### src/rtl/pg_controller.sv
`default_nettype none
// ============================================================================
// Module      : pg_controller
// Description : Always-on power-gating sequencer for the CPU core. Walks
//               clock-gate -> isolate -> save -> power-off and the reverse,
//               with a bounded power-good wait on the way back up.
// Revision    : 1.0 - initial release
// ============================================================================
module pg_controller #(
    parameter int ISO_CYCLES    = 2,
    parameter int PWRUP_MIN     = 4,
    parameter int PWRUP_TIMEOUT = 16
) (
    input  logic       clk,
    input  logic       rst,
    input  logic       sleep_req,
    input  logic       wake_req,
    input  logic       pwr_good,
    output logic       clk_en,
    output logic       isolate,
    output logic       activate,
    output logic       save,
    output logic       restore,
    output logic       sleep_ack,
    output logic       busy,
    output logic       pg_error,
    output logic [2:0] state_o
);

    localparam int c_cw = ($clog2(PWRUP_TIMEOUT + 1) > 5) ? $clog2(PWRUP_TIMEOUT + 1) : 5;

    localparam logic [c_cw-1:0] c_iso_last  = c_cw'(ISO_CYCLES - 1);
    localparam logic [c_cw-1:0] c_pu_min_m1 = c_cw'(PWRUP_MIN - 1);
    localparam logic [c_cw-1:0] c_pu_to_m1  = c_cw'(PWRUP_TIMEOUT - 1);
    localparam logic [c_cw-1:0] c_cnt_max   = '1;

    localparam logic [2:0] c_st_on      = 3'd0;
    localparam logic [2:0] c_st_clkoff  = 3'd1;
    localparam logic [2:0] c_st_iso     = 3'd2;
    localparam logic [2:0] c_st_save    = 3'd3;
    localparam logic [2:0] c_st_off     = 3'd4;
    localparam logic [2:0] c_st_pwrup   = 3'd5;
    localparam logic [2:0] c_st_restore = 3'd6;
    localparam logic [2:0] c_st_deiso   = 3'd7;

    logic [2:0]      r_state;
    logic [c_cw-1:0] r_cnt;
    logic            r_pg_error;
    logic [6:0]      r_outs;

    logic [2:0]      w_nxt_state;
    logic [c_cw-1:0] w_nxt_cnt;
    logic            w_nxt_err;

    // Output bundle: {clk_en, isolate, activate, save, restore, sleep_ack, busy}
    function automatic logic [6:0] f_decode(input logic [2:0] st);
        logic [6:0] v;
        v[6] = (st == c_st_on);
        v[5] = (st == c_st_iso) || (st == c_st_save) || (st == c_st_off) ||
               (st == c_st_pwrup) || (st == c_st_restore);
        v[4] = (st != c_st_off);
        v[3] = (st == c_st_save);
        v[2] = (st == c_st_restore);
        v[1] = (st == c_st_off);
        v[0] = (st != c_st_on) && (st != c_st_off);
        return v;
    endfunction

    always_comb begin
        w_nxt_state = r_state;
        w_nxt_cnt   = r_cnt;
        w_nxt_err   = r_pg_error;
        case (r_state)
            c_st_on: begin
                if (sleep_req) w_nxt_state = c_st_clkoff;
            end
            c_st_clkoff: begin
                w_nxt_state = c_st_iso;
                w_nxt_cnt   = '0;
            end
            c_st_iso: begin
                if (r_cnt == c_iso_last) w_nxt_state = c_st_save;
                else                     w_nxt_cnt   = r_cnt + 1'b1;
            end
            c_st_save: begin
                w_nxt_state = c_st_off;
            end
            c_st_off: begin
                if (wake_req) begin
                    w_nxt_state = c_st_pwrup;
                    w_nxt_cnt   = '0;
                end
            end
            c_st_pwrup: begin
                // pwr_good is only trusted once the rail has had PWRUP_MIN cycles
                if ((r_cnt >= c_pu_min_m1) && pwr_good) begin
                    w_nxt_state = c_st_restore;
                end else if (r_cnt == c_pu_to_m1) begin
                    w_nxt_state = c_st_off;
                    w_nxt_err   = 1'b1;
                end else if (r_cnt != c_cnt_max) begin
                    w_nxt_cnt = r_cnt + 1'b1;
                end
            end
            c_st_restore: begin
                w_nxt_state = c_st_deiso;
                w_nxt_cnt   = '0;
            end
            c_st_deiso: begin
                if (r_cnt == c_iso_last) w_nxt_state = c_st_on;
                else                     w_nxt_cnt   = r_cnt + 1'b1;
            end
            default: begin
                w_nxt_state = c_st_on;
            end
        endcase
    end

    always_ff @(posedge clk) begin
        if (rst) begin
            r_state    <= c_st_on;
            r_cnt      <= '0;
            r_pg_error <= 1'b0;
            r_outs     <= f_decode(c_st_on);
        end else begin
            r_state    <= w_nxt_state;
            r_cnt      <= w_nxt_cnt;
            r_pg_error <= w_nxt_err;
            r_outs     <= f_decode(w_nxt_state);
        end
    end

    assign {clk_en, isolate, activate, save, restore, sleep_ack, busy} = r_outs;
    assign pg_error = r_pg_error;
    assign state_o  = r_state;

endmodule
`default_nettype wire

### config.mk
export PLATFORM = sky130hd
export DESIGN_NAME = pg_controller
export DESIGN_NICKNAME = d
export VERILOG_FILES = /design/src/rtl/pg_controller.sv
export SDC_FILE = /design/constraint.sdc
export NUM_CORES = 1
export LEC_CHECK = 0
export BUFFER_PORTS_ARGS = -buffer_cell sky130_fd_sc_hd__clkbuf_2
export CAP_MARGIN = 20
export CORE_ASPECT_RATIO = 1.1
export CORE_MARGIN = 2
export CORE_UTILIZATION = 47
export CTS_CLUSTER_DIAMETER = 150
export DETAILED_ROUTE_END_ITERATION = 7
export PLACE_DENSITY = 0.73
export SLEW_MARGIN = 20
export SYNTH_ARGS = -nofsm -noshare
export SYNTH_HDL_FRONTEND = slang
export SYNTH_SLANG_ARGS = --single-unit
### constraint.sdc
create_clock -name clk -period 2.3 [get_ports clk]
set_clock_uncertainty 0.15 [all_clocks]
set_input_delay 0.23 -clock clk [delete_from_list [all_inputs] [get_ports clk]]
set_output_delay 0.23 -clock clk [all_outputs]
set_load 0.005 [all_outputs]
Yosys cells after proc, flatten, opt, wreduce, memory -nomap -nowiden
Cells that the tools add are included.

Add/subtract/negate cells: 1. Order comparisons: 1. Equal/unequal tests: 21. Mux-type cells: 13. Bitwise logic cells: 1. Reduce and logical (&&, ||, !) cells: 14.

Operators by type and width (number): 2-to-1 mux 5 bit (5); case mux 3 bit (8 select lines) (1); equality test 3 bit (second input constant) (7); case mux 5 bit (4 select lines) (1); 2-to-1 mux 3 bit (6); equality test 3 x 2 -> 1 bit (second input constant) (4); != test 2 bit (second input constant) (5); logical NOT 3 bit (2); AND reduction 6 bit (1); adder 5 x 1 -> 5 bit (second input constant) (1); equality test 5 x 1 -> 1 bit (second input constant) (1); equality test 5 x 4 -> 1 bit (second input constant) (1); >= comparator 5 x 2 -> 1 bit (second input constant) (1); != test 5 bit (second input constant) (1); logical OR 1 bit (4); nonzero test 4 bit (1); OR reduction 2 bit (2); equality test 3 x 1 -> 1 bit (second input constant) (1); != test 3 bit (second input constant) (1); AND reduction 3 bit (1); nonzero test 3 bit (1); logical AND 1 bit (2); inverter 1 bit (1).

Flip-flop bits (word level): 16. Bits of input ports: 5. Output and inout port bits: 11. Logic and storage cells: 55.

Depth between registers and ports, before layout
Depth in word-level cells: 9. Mapped depth: 8. Mapped depth without buffers: 8.

Worst setup path after synthesis
No wires, ideal clock.

Kind: register to register. Start: reg r_cnt[0]. End: reg r_cnt[0]. Arrival: 1952 ps. Data required time: 2029 ps. Path slack: 76 ps. Stages on the path, launching flop included: 9. Path buffers: 0. Period minus slack after synthesis: 2224 ps. Cell sequence: dfxtp_1 -> ha_1 -> and3_1 -> ha_1 -> o21ai_0 -> a211oi_2 -> a32oi_2 -> and2_4 -> mux2_4.

Word-level cells in the longest chain between the ends: 5. Elaborated cells between the ends (all ways): 16. Classes of those cells: add/sub (1); order compare (1); eq/ne (7); mux (5); reduce/logical (2).

Ends and longest elaborated chain: from (decl) (line 47) `logic [c_cw-1:0] r_cnt;`; from (signal assigned) (line 127) `r_cnt <= w_nxt_cnt;`; adder 5 x 1 -> 5 bit (line 83, 102, 111); 2-to-1 mux 5 bit (line 101) `end else if (r_cnt != c_cnt_max) begin`; 2-to-1 mux 5 bit (line 98) `end else if (r_cnt == c_pu_to_m1) begin`; 2-to-1 mux 5 bit (line 96) `if ((r_cnt >= c_pu_min_m1) && pwr_good) begin`; case mux 5 bit (4 select lines) (line 73) `case (r_state)`.

Several ways; a longest one is shown, not always the timed one. The select of a mux whose other input is x is not followed. A chain may end at the register's enable or synchronous reset.

Final worst setup path
Same ends and word-level chain as after synthesis.

==> run summary <==
Slew Viols, Final = 0
Crit. End Element = flip-flop
Synth area leader = dfxtp_1
Violation count after the first detailed-routing iteration = 12
DR DRC count = 0
Num CTS Buffers = 3
Clock sink total = 16
Register area share after synthesis = 0.401
First-pass GRT wire length = 2.64 mm
CP Data Required Time = 2.34 ns
Number of antenna diodes = 0
Synth Cell Area = 798 um2
Clk pin slew, worst setup/hold paths = 0.10 ns
Asr flop ratio synth = 0
Chip width = 43.3 um
Routability Congestion = 0.805
Layout cells sized above 1 = 0.340
Post-synth top cells = dfxtp_1 (16), nor2_1 (12), a21oi_1 (8), inv_1 (6), nor3_1 (5)
Largest cells by area after synthesis = dfxtp_1 (40%), ha_1 (6.3%), nor2_1 (5.6%)
Final hold violation count = 0
CTS tree = yes
Crit path kind = reg2reg
Final Cell Area = 947 um2
Post-Route WL = 1.56 mm
Crit share post-route = 0.953
Vias after detailed routing = 671
Synth warn = 0
Critical path startpoint category = flip-flop
RSZ-0062 raised after global routing = false
Die span in y = 47.2 um
Post-synth EDFFs = 0
Total power = 0.000662 W
CP Max Fanout = 4
Num rows = 15
Final layout net count = 116
Synth Flop Type = dfxtp_1
NetSw = 0.000189 W
CTS H-tree lvls = 1
Reg power frac = 0.488
Static leakage = 0.421 nW
Fin crit period = 2.19 ns
DP HPWL = 1.15 mm
P per Cell Area = 699 mW/mm2
VDD IR max = 317 uV
Hold buffers post-CTS = 0
Distinct cells, synth = 34
Number of global-route vias before repair = 617
Aggregate global routing overflow = 0
Initial DRT Pass Iterations = 4
MaxCap Viol Count = 0
Int Power = 0.000473 W
Max Fclk = 0.456 GHz
Area Overhead vs Synth = 18.7%
Largest net degree at the start of global routing = 11
Die Footprint = 0.00204 mm2
CTS max path bufs = 2
Mapped Cells = 86
Syn avg cell area = 9.28 um2
Clk pwr share = 0.279
Wire per inst = 12.7 um
Dpl cells = 118
Syn nets = 95
Vias per inst = 5.46
Clock latency on the worst-skew pair = 0.29 ns
Total Routing Usage GR = 0.178
Min-delay worst type = in2reg
Switching part of the total power = 0.285
CTS Root Cell = clkbuf_4
Initial antenna violation count = 0
WHS = 0.0572 ns
Worst Tran Pin Value = 0.371 ns
WP data arrival = 2.23 ns
I/O Buffers = 15
Synth Register Bits = 16
Worst slew margin = 0.752
Setup TNS = 0 ns
# setup viols final = 0
Initial Util = 0.506
Outcome = finished clean
Core area = 0.00158 mm2
Most common cell in the netlist = dfxtp_1
Final antenna-violating net count = 0
IO Pins = 16
Post-placement cell area = 898 um2
Comb pwr share = 0.233
Non-Filler Instances = 123
Top cell type's share of synthesized area = 0.401
[path summary, 6_finish.rpt]
kind	startpoint	endpoint	slack, ns	depth (start not counted)
max reg2reg	r_cnt[0]	r_cnt[0]	0.11	8
min	rst	state_o[1]	0.06	2
min reg2reg	pg_error	pg_error	0.34	2
max	r_cnt[0]	r_cnt[0]	0.11	8
[placed cells by master, fill, tap and decap left out, types with 2 or more instances in the layout]
master     n
clkbuf_2  15
a211oi_1   2
a21oi_1    8
nand2_1    2
inv_1      6
buf_4      3
and3_1     2
nand2b_1   2
ha_1       4
dfxtp_1   15
clkbuf_4   3
nor2_1    12
nand3_1    2
o21ai_0    2
nor3_1     5
[registers in the layout (all words and copies together), names as in the netlist]
signal,cells
pg_error,1
state_o,3
r_outs,7
r_cnt,5
[cell families after synthesis]
group	synth area share
and+or+nand+nor	0.243
buffers and inverters	0.0423
DFF	0.401
adders and majority gates	0.0627
muxes	0.0454
AOI/OAI and AO/OA	0.205
[worst max-delay path, stage by stage, from the launching register on]
cell	delay, ns
dfxtp_1	0.33
ha_1	0.20
and3_1	0.20
ha_1	0.21
o21ai_2	0.13
a211oi_2	0.09
a32oi_2	0.27
and2_4	0.23
mux2_4	0.29
[timing repair]
| item | 4_1_cts | 5_1_grt |
|---|---|---|
| cloned | 0 | 0 |
| gates resized for setup | 0 | 3 |
| setup endpoints to repair | 1 | 4 |
| pin swaps | 1 | 2 |
| setup buffers | 0 | 1 |
[per-stage QoR]
step                       util  worst slack, ns
after global routing      0.601          0.00937
after floorplan               -           0.0764
after global placement    0.570           0.0816
after detailed placement  0.570          0.00110
after CTS                 0.593          0.00384
final                     0.601            0.108
[power by group through the flow]
stage	clock, W	combinational [W]	sequential [W]
2_1_floorplan	0	0.000104	0.000327
3_3_place_gp	0	0.000147	0.000328
3_5_place_dp	0	0.000148	0.000329
4_1_cts	0.000188	0.000148	0.000322
5_1_grt	0.000200	0.000172	0.000326
6_report	0.000185	0.000154	0.000323
[cell type report]
| type | instances | area [um2] |
|---|---|---|
| fillers | 141 | 629 |
| multi-input cells | 62 | 448 |
| flip-flops and latches | 16 | 322 |
| repair buffers | 18 | 97.6 |
| clock buffers | 4 | 36.3 |
| inverters | 6 | 22.5 |
| well taps | 17 | 21.3 |
[metal layers]
metal,global-route usage,share of wire
met3,0.0500,0.057
met4,0.0909,0.020
met5,0,0
met1,0.195,0.44
met2,0.319,0.48
No activity file was read; power rests on OpenSTA's default activity.
